===== config.mk =====
export PLATFORM = sky130hd
export DESIGN_NAME = led_sequencer
export DESIGN_NICKNAME = d
export VERILOG_FILES = /design/src/rtl/led_sequencer.sv
export SDC_FILE = /design/constraint.sdc
export NUM_CORES = 1
export LEC_CHECK = 0
export CAP_MARGIN = 20
export CORE_MARGIN = 2
export CORE_UTILIZATION = 45
export DETAILED_ROUTE_END_ITERATION = 10
export GPL_TIMING_DRIVEN = 0
export PLACE_DENSITY_LB_ADDON = 0.25
export SYNTH_ARGS = -nofsm -noshare
export SYNTH_HDL_FRONTEND = slang
export SYNTH_SLANG_ARGS = --single-unit
export TNS_END_PERCENT = 10

===== constraint.sdc =====
create_clock -name clk -period 2.1 [get_ports clk]
set_input_delay 0.42 -clock clk [delete_from_list [all_inputs] [get_ports clk]]
set_output_delay 0.42 -clock clk [all_outputs]
set_load 0.05 [all_outputs]

===== src/rtl/led_sequencer.sv =====
// LED pattern controller: turns timer overflow ticks into count / scan / blink
// patterns, with button-driven mode advance and pause.
module led_sequencer #(
  parameter int LED_W     = 6,
  parameter int BLINK_DIV = 2
) (
  input  logic             clk,
  input  logic             rst,
  input  logic             tick,
  input  logic             mode_next,
  input  logic             pause_toggle,
  output logic [LED_W-1:0] led,
  output logic [1:0]       mode,
  output logic             paused,
  output logic             timer_restart
);

  localparam int CNT_W = (BLINK_DIV > 1) ? $clog2(BLINK_DIV) : 1;
  localparam logic [CNT_W-1:0] BLINK_LAST = CNT_W'(BLINK_DIV - 1);

  typedef enum logic [1:0] {
    M_COUNT   = 2'd0,
    M_SCAN    = 2'd1,
    M_BLINK   = 2'd2,
    M_ILLEGAL = 2'd3
  } mode_e;

  mode_e            mode_q,    mode_d;
  logic [LED_W-1:0] led_q,     led_d;
  logic             paused_q,  paused_d;
  logic             restart_q, restart_d;
  logic             dir_q,     dir_d;     // 0 = shifting up, 1 = shifting down
  logic [CNT_W-1:0] bcnt_q,    bcnt_d;

  always_ff @(posedge clk) begin
    if (rst) begin
      mode_q    <= M_COUNT;
      led_q     <= '0;
      paused_q  <= 1'b0;
      restart_q <= 1'b0;
      dir_q     <= 1'b0;
      bcnt_q    <= '0;
    end else begin
      mode_q    <= mode_d;
      led_q     <= led_d;
      paused_q  <= paused_d;
      restart_q <= restart_d;
      dir_q     <= dir_d;
      bcnt_q    <= bcnt_d;
    end
  end

  always_comb begin
    mode_d    = mode_q;
    led_d     = led_q;
    paused_d  = paused_q;
    restart_d = 1'b0;
    dir_d     = dir_q;
    bcnt_d    = bcnt_q;

    if (mode_q == M_ILLEGAL) begin
      // Unreachable encoding: recover into COUNT as if freshly entered.
      mode_d    = M_COUNT;
      led_d     = '0;
      paused_d  = 1'b0;
      restart_d = 1'b1;
      dir_d     = 1'b0;
      bcnt_d    = '0;
    end else if (mode_next) begin
      paused_d  = 1'b0;
      restart_d = 1'b1;
      dir_d     = 1'b0;
      bcnt_d    = '0;
      led_d     = '0;
      case (mode_q)
        M_COUNT: begin
          mode_d = M_SCAN;
          led_d  = LED_W'(1);
        end
        M_SCAN:  mode_d = M_BLINK;
        default: mode_d = M_COUNT;
      endcase
    end else if (pause_toggle) begin
      paused_d = ~paused_q;
    end else if (tick && !paused_q) begin
      case (mode_q)
        M_COUNT: led_d = led_q + LED_W'(1);
        M_SCAN: begin
          // Direction flips on the tick that lands on an end bit.
          if (!dir_q) begin
            led_d = led_q << 1;
            if (led_q[LED_W-2]) dir_d = 1'b1;
          end else begin
            led_d = led_q >> 1;
            if (led_q[1]) dir_d = 1'b0;
          end
        end
        M_BLINK: begin
          if (bcnt_q == BLINK_LAST) begin
            led_d  = ~led_q;
            bcnt_d = '0;
          end else begin
            bcnt_d = bcnt_q + CNT_W'(1);
          end
        end
        default: ;
      endcase
    end
  end

  assign led           = led_q;
  assign mode          = mode_q;
  assign paused        = paused_q;
  assign timer_restart = restart_q;

endmodule


==> results of run 1 <==
-- registers in the layout (all words and copies together), names as in the netlist --
name / flops
mode: 2
timer_restart: 1
paused: 1
bcnt_q: 1
led: 6
dir_q: 1
-- per-stage QoR --
| step | std cells | hold slack (ps) | setup slack, ps | area (um^2) |
|---|---|---|---|---|
| 6_report | 132 | 447 | 66.1 | 1000 |
| 3_5_place_dp | 129 | 506 | 235 | 978 |
| 3_3_place_gp | 129 | 496 | 278 | 978 |
| 5_1_grt | 132 | 474 | 2.51 | 1000 |
| 4_1_cts | 132 | 447 | 53.1 | 1000 |
| 2_1_floorplan | 91 | 474 | 89.6 | 817 |
-- cells in the final DEF (no fill, tap or decap), drive strengths merged, types with 2 or more instances in the layout --
cell type / instances
and3: 2
a31oi: 2
nor3b: 2
nand3: 6
nor2: 10
mux2i: 6
o21ai: 4
dfxtp: 12
or3: 2
clkbuf: 3
o22ai: 2
nor3: 4
ha: 7
inv: 4
a21oi: 2
buf: 3
nand2: 6
clkdlybuf4s50: 13
-- power groups by stage --
| stage | registers (mW) | logic, mW | clock network, mW |
|---|---|---|---|
| global route | 0.253 | 0.185 | 0.160 |
| detailed placement | 0.256 | 0.170 | 0 |
| global placement | 0.255 | 0.168 | 0 |
| finish | 0.250 | 0.170 | 0.139 |
| CTS | 0.250 | 0.171 | 0.143 |
| floorplan | 0.285 | 0.0931 | 0 |
-- worst reg2reg max path, cell delays in order, from the launching register on --
cell and delay [ps]:
dfxtp_1 420, inv_1 120, ha_1 270, or3_1 420, and3_4 220, o21ai_0 140, a21oi_1 60
-- logic make-up (layout without fill, tap and decap cells) --
kind of cell,after synthesis,after routing,share of synthesized area (%)
AO/OA/AOI/OAI,19,19,15.9
XOR/XNOR,2,2,2.14
multiplexers,7,7,8.73
AND/OR/NAND/NOR,37,37,28.3
flip-flops,12,12,29.4
adder cells (fa/ha/maj),7,7,10.7
buffers and inverters,7,23,4.75
-- area by class of cell --
cell class / count / area [um^2] / share of cell area [%]
Inverter: 4 / 15.0 / 1.50
Timing Repair Buffer: 13 / 130 / 13.0
Clock buffer: 3 / 22.5 / 2.25
Buffer: 3 / 23.8 / 2.38
Sequential cell: 12 / 240 / 24.0
Multi-Input combinational cell: 72 / 538 / 53.8
Tap cell: 25 / 31.3 / 3.13
-- routing by layer --
layer | up-vias | track usage [%] | part of all wire, %
li1 | 369 | - | -
met1 | 318 | 26.9 | 46
met2 | 24 | 25.3 | 47
met3 | 2 | 3.53 | 6.0
met4 | 0 | 7.78 | 0.79
met5 | - | 0 | 0
-- worst max-delay path by stage --
stage                                      to  slack (ps)  cells past startpoint
after floorplan           led[4]$_SDFFE_PP0P_          90                      6
after global placement    led[1]$_SDFFE_PP0P_         280                      5
after detailed placement  led[5]$_SDFFE_PP0P_         240                      5
after CTS                              led[1]          50                      1
after global routing                   led[4]           3                      1
final                                  led[4]          70                      1
==> out/metrics.yaml, run 1 <==
layout:
  final_nets: 121
  num_antenna_cells: 0
  drive_above_1_share_pct: 15.0
  final.fill_count: 159
  syn_to_final_growth_pct: 22.5
  finalCoreUtilization_pct: 58.6
hold_path:
  hold_end: "timer_restart$_SDFF_PP0_"
  worstHoldPathCells: 3
  holdCritPathClass: "in2reg"
  hold_start: "mode_next"
floorplanning:
  coreArea_um2: 1710
  die-area_um2: 2170
  start_util_pct: 47.8
  rows: 15
  die_w_um: 46.6
  die_h_um: 46.6
  ios: 15
job:
  maxCapViolations: 0
clock_tree:
  cts_max_level: 1
  cts_buffers: 3
  cts_num_sinks: 12
  clk-insertion-delay-late_ps: 270
  clockBufferDepth: 2
  clock-root-buffer: "clkbuf_4"
  hold_buffers: 0
  cts_tree: "yes"
  cts_setup_buffers: 0
  cts_resized: 0
  clk_pin_slew_ps: 70
setup_path:
  cp-startpoint: "led[4]$_SDFFE_PP0P_"
  cp_num_buf_inv: 1
  cp_max_fo: 9
  timing.rr.start: "mode[1]$_SDFFE_PP0P_"
  rrSetupSlack_ps: 340
  crit_required_ps: 1680
  critPathArrivalTime_ps: 1610
  path_delay_family: "buffers and inverters"
  end_kind: "output port"
  critPathLaunchType: "flop"
  ff2ff_path_depth: 6
  slowest_delay_ps: 860
  critPathKind: "reg2out"
  slowest_stage: "clkdlybuf4s50_1"
  worstReg2RegEnd: "led[4]$_SDFFE_PP0P_"
  cp_cell_sequence: "clkdlybuf4s50_1"
global_routing:
  grt-ovfl-total: 0
  grt_max_degree: 11
  track_usage_pct: 18.2
  antenna_found_initial: 0
  first_global_vias: 610
  grt_pass1_wl_um: 2820
yosys:
  postSynth.asyncResetShare_pct: 0
  synthCells: 91
  yosysTopAreaCellShare_pct: 29.4
  synth_nets: 103
  ys.flop_type: "dfxtp_1"
  ys_ff_latch: 12
  yosys_warnings: 0
  ys_top_cells_by_area: "dfxtp_1 (29%), ha_1 (11%), mux2i_1 (7.4%)"
  synthTopCellsByCount: "dfxtp_1 (12), nor2_1 (10), ha_1 (7)"
  synth_cell_type_count: 41
  synth_edf_count: 0
  synth_area_per_cell_um2: 8.98
  syn_area_um2: 817
  yosysMostFrequentCell: "dfxtp_1"
  yosys.area.top_type: "dfxtp_1"
  ys_seq_area_share_pct: 29.4
pwr:
  share_comb_of_total_power_pct: 30.4
  sw_frac_of_total_pct: 33.2
  total_power_mw: 0.559
  powerDensity_nw_per_um2: 558
  p_int_mw: 0.374
  clkPwrFrac_pct: 24.9
  switchingPower_mw: 0.185
  p_leak_nw: 0.360
  ir_drop_mv: 0.281
  seqPwrFrac_pct: 44.8
drt:
  vias_per_cell: 5.40
  first_pass_iters: 4
  drc: 0
  routed_wl_um: 1640
  routedWlPerCell_um: 12.4
  drt_iter0_markers: 22
  via_count: 713
  ant_nets: 0
sta:
  setup_tns_ps: 0
  clock_skew_ps: 2.68
  period_share_pct: 96.9
  setup_violations: 0
  period_minus_slack_ps: 2030
  slew_headroom_pct: 66.6
  fmax_ghz: 0.492
  rsz0062_at_grt: "no"
  hold_viol_final: 0
  tightest_slew_ps: 499
  drv_slew: 0
placed_design:
  place_hpwl_um: 1260
  place_congestion: 0.962
  port_buffers: 13
status:
  status: "finished clean"
Power figures use the tool's default switching activity.
==> run 2: changes to the inputs <==
- ABC_AREA: default -> 0
==> results of run 2 <==
Final layout, timing and power as in run 1 (identical DEF).
==> run 3: changes to the inputs <==
==> constraint.sdc (replaced) <==
create_clock -name clk -period 2.1 [get_ports clk]
set_input_delay 0.63 -clock clk [delete_from_list [all_inputs] [get_ports clk]]
set_output_delay 0.63 -clock clk [all_outputs]
set_load 0.05 [all_outputs]
==> out/metrics.yaml, run 3 (synthesis gave the netlist of run 1 again) <==
drt:
  routedWlPerCell_um: 12.6  # was 12.4 um
  drt_iter0_markers: 18  # was 22
  first_pass_iters: 4  # unchanged
  via_count: 725  # was 713
  ant_nets: 0  # unchanged
  vias_per_cell: 5.49  # was 5.40
  drc: 0  # unchanged
  routed_wl_um: 1660  # was 1640 um
layout:
  layout_commonest_cell: "dfxtp_1"  # was clkdlybuf4s50_1
  most-common-layout-cells: "dfxtp_1 (12), nor2_1 (10), dlygate4sd2_1 (9), ha_1 (7), mux2i_1 (6)"  # was clkdlybuf4s50_1 (13), dfxtp_1 (12), nor2_1 (10), ha_1 (7), mux2i_1 (6)
  final_cell_count_no_fill: 132  # unchanged
  syn_to_final_growth_pct: 21.1  # was 22.5%
  final_nets: 121  # unchanged
  drive_above_1_share_pct: 15.0  # unchanged
  num_antenna_cells: 0  # unchanged
  fin_area_um2: 990  # was 1000 um^2
  largest_reg_flops: 6  # unchanged
sta:
  tightest_slew_ps: 489  # was 499 ps
  setup_violations: 0  # unchanged
  period_minus_slack_ps: 2000  # was 2030 ps
  drv_slew: 0  # unchanged
  clock_skew_ps: 2.43  # was 2.68 ps
  period_share_pct: 95.2  # was 96.9%
  fmax_ghz: 0.500  # was 0.492 GHz
  hold_viol_final: 0  # unchanged
  slew_headroom_pct: 67.3  # was 66.6%
  setup_tns_ps: 0  # unchanged
  rsz0062_at_grt: "no"  # unchanged
  fin_ws_ps: 101  # was 66.1 ps
pwr:
  powerDensity_nw_per_um2: 562  # was 558 nW/um^2
  ir_drop_mv: 0.277  # was 0.281 mV
  p_leak_nw: 0.399  # was 0.360 nW
clock_tree:
  clockBufferDepth: 2  # unchanged
  clk_pin_slew_ps: 70  # about the same
  cts_buffers: 3  # unchanged
  cts_max_level: 1  # unchanged
  cts_num_sinks: 12  # unchanged
  clock-root-buffer: "clkbuf_4"  # unchanged
  clk-insertion-delay-late_ps: 270  # about the same
  cts_setup_buffers: 0  # unchanged
  cts_tree: "yes"  # unchanged
placed_design:
  dp.cells: 129  # unchanged
  place_congestion: 0.962  # unchanged
  place_hpwl_um: 1260  # unchanged
  port_buffers: 13  # unchanged
  placed_area_um2: 978  # unchanged
  post-place-ws_ps: 25.3  # was 235 ps
global_routing:
  antenna_found_initial: 0  # unchanged
  first_global_vias: 610  # unchanged
  grt-ovfl-total: 0  # unchanged
  grt_max_degree: 11  # unchanged
  track_usage_pct: 18.2  # unchanged
  grt_pass1_wl_um: 2820  # unchanged
setup_path:
  crit_required_ps: 1470  # was 1680 ps
  slowest_stage: "clkdlybuf4s50_1"  # unchanged
  critPathLaunchType: "flop"  # unchanged
  path_delay_family: "buffers and inverters"  # unchanged
  slowest_delay_ps: 790  # was 860 ps
  end_kind: "output port"  # unchanged
  cp_num_buf_inv: 1  # unchanged
  cp_cell_sequence: "clkdlybuf4s50_1"  # unchanged
  cp_max_fo: 1  # was 9
  critPathKind: "reg2out"  # unchanged
  critPathArrivalTime_ps: 1370  # was 1610 ps
status:
  status: "finished clean"  # unchanged
floorplanning:
  start_util_pct: 47.8  # unchanged
  rows: 15  # unchanged
  die-area_um2: 2170  # unchanged
  ios: 15  # unchanged
  coreArea_um2: 1710  # unchanged
  die_h_um: 46.6  # unchanged
  die_w_um: 46.6  # unchanged
hold_path:
  holdCritPathClass: "reg2reg"  # was in2reg
job:
  maxCapViolations: 0  # unchanged
-- run 3: changes by cell type in the layout (fill, tap and decap cells not counted), sizes merged --
| cell | previous run | this run |
|---|---|---|
| dlygate4sd2 | 0 | 9 |
| clkdlybuf4s50 | 13 | 4 |
-- run 3: what timing repair did --
item,in CTS,in global routing
resized for setup,9,0
setup endpoints to repair,9,0
hold buffers,0,0
-- run 3: tightest hold or removal path, delay by kind of cell, from the launching register on --
kind	cells	cell delay [ps]
xor gates and xnor gates	1	70
and+or+nand+nor	1	80
DFF	1	340
-- run 3: cell type report --
| class | instances | area (um^2) |
|---|---|---|
| multi-input combinational | 72 | 538 |
| tap | 25 | 31.3 |
| buffer | 3 | 23.8 |
| sequential | 12 | 240 |
| clock buffer | 3 | 22.5 |
| inverter | 4 | 15.0 |
| fill | 164 | 718 |
| timing repair buffer | 13 | 119 |
-- run 3: path summary, 6_finish.rpt --
check / from / to / slack, ps / depth (start not counted)
max: timer_restart$_SDFF_PP0_ / timer_restart / 100 / 1
min: bcnt_q$_SDFFE_PP0P_ / bcnt_q$_SDFFE_PP0P_ / 520 / 2
max reg2reg: mode[1]$_SDFFE_PP0P_ / led[4]$_SDFFE_PP0P_ / 350 / 6
min reg2reg: bcnt_q$_SDFFE_PP0P_ / bcnt_q$_SDFFE_PP0P_ / 520 / 2
-- run 3: metrics by stage --
step	hold WS, ps	total power, mW	util, %
floorplan	474	0.378	-
global placement	496	0.423	57.3
detailed placement	506	0.426	57.3
CTS	524	0.558	57.9
global route	572	0.592	57.9
finish	518	0.556	57.9
-- run 3: where the power goes --
part	internal, mW	switching [mW]
logic	0.0650	0.0999
registers	0.237	0.0130
clock network	0.0664	0.0749
total	0.368	0.188
-- run 3: routing by layer --
layer	part of all wire [%]	vias up	GRT usage, %
met1	46	323	26.9
met4	1.2	0	7.78
met5	0	-	0
met3	7.4	4	3.53
li1	-	369	-
met2	46	29	25.3
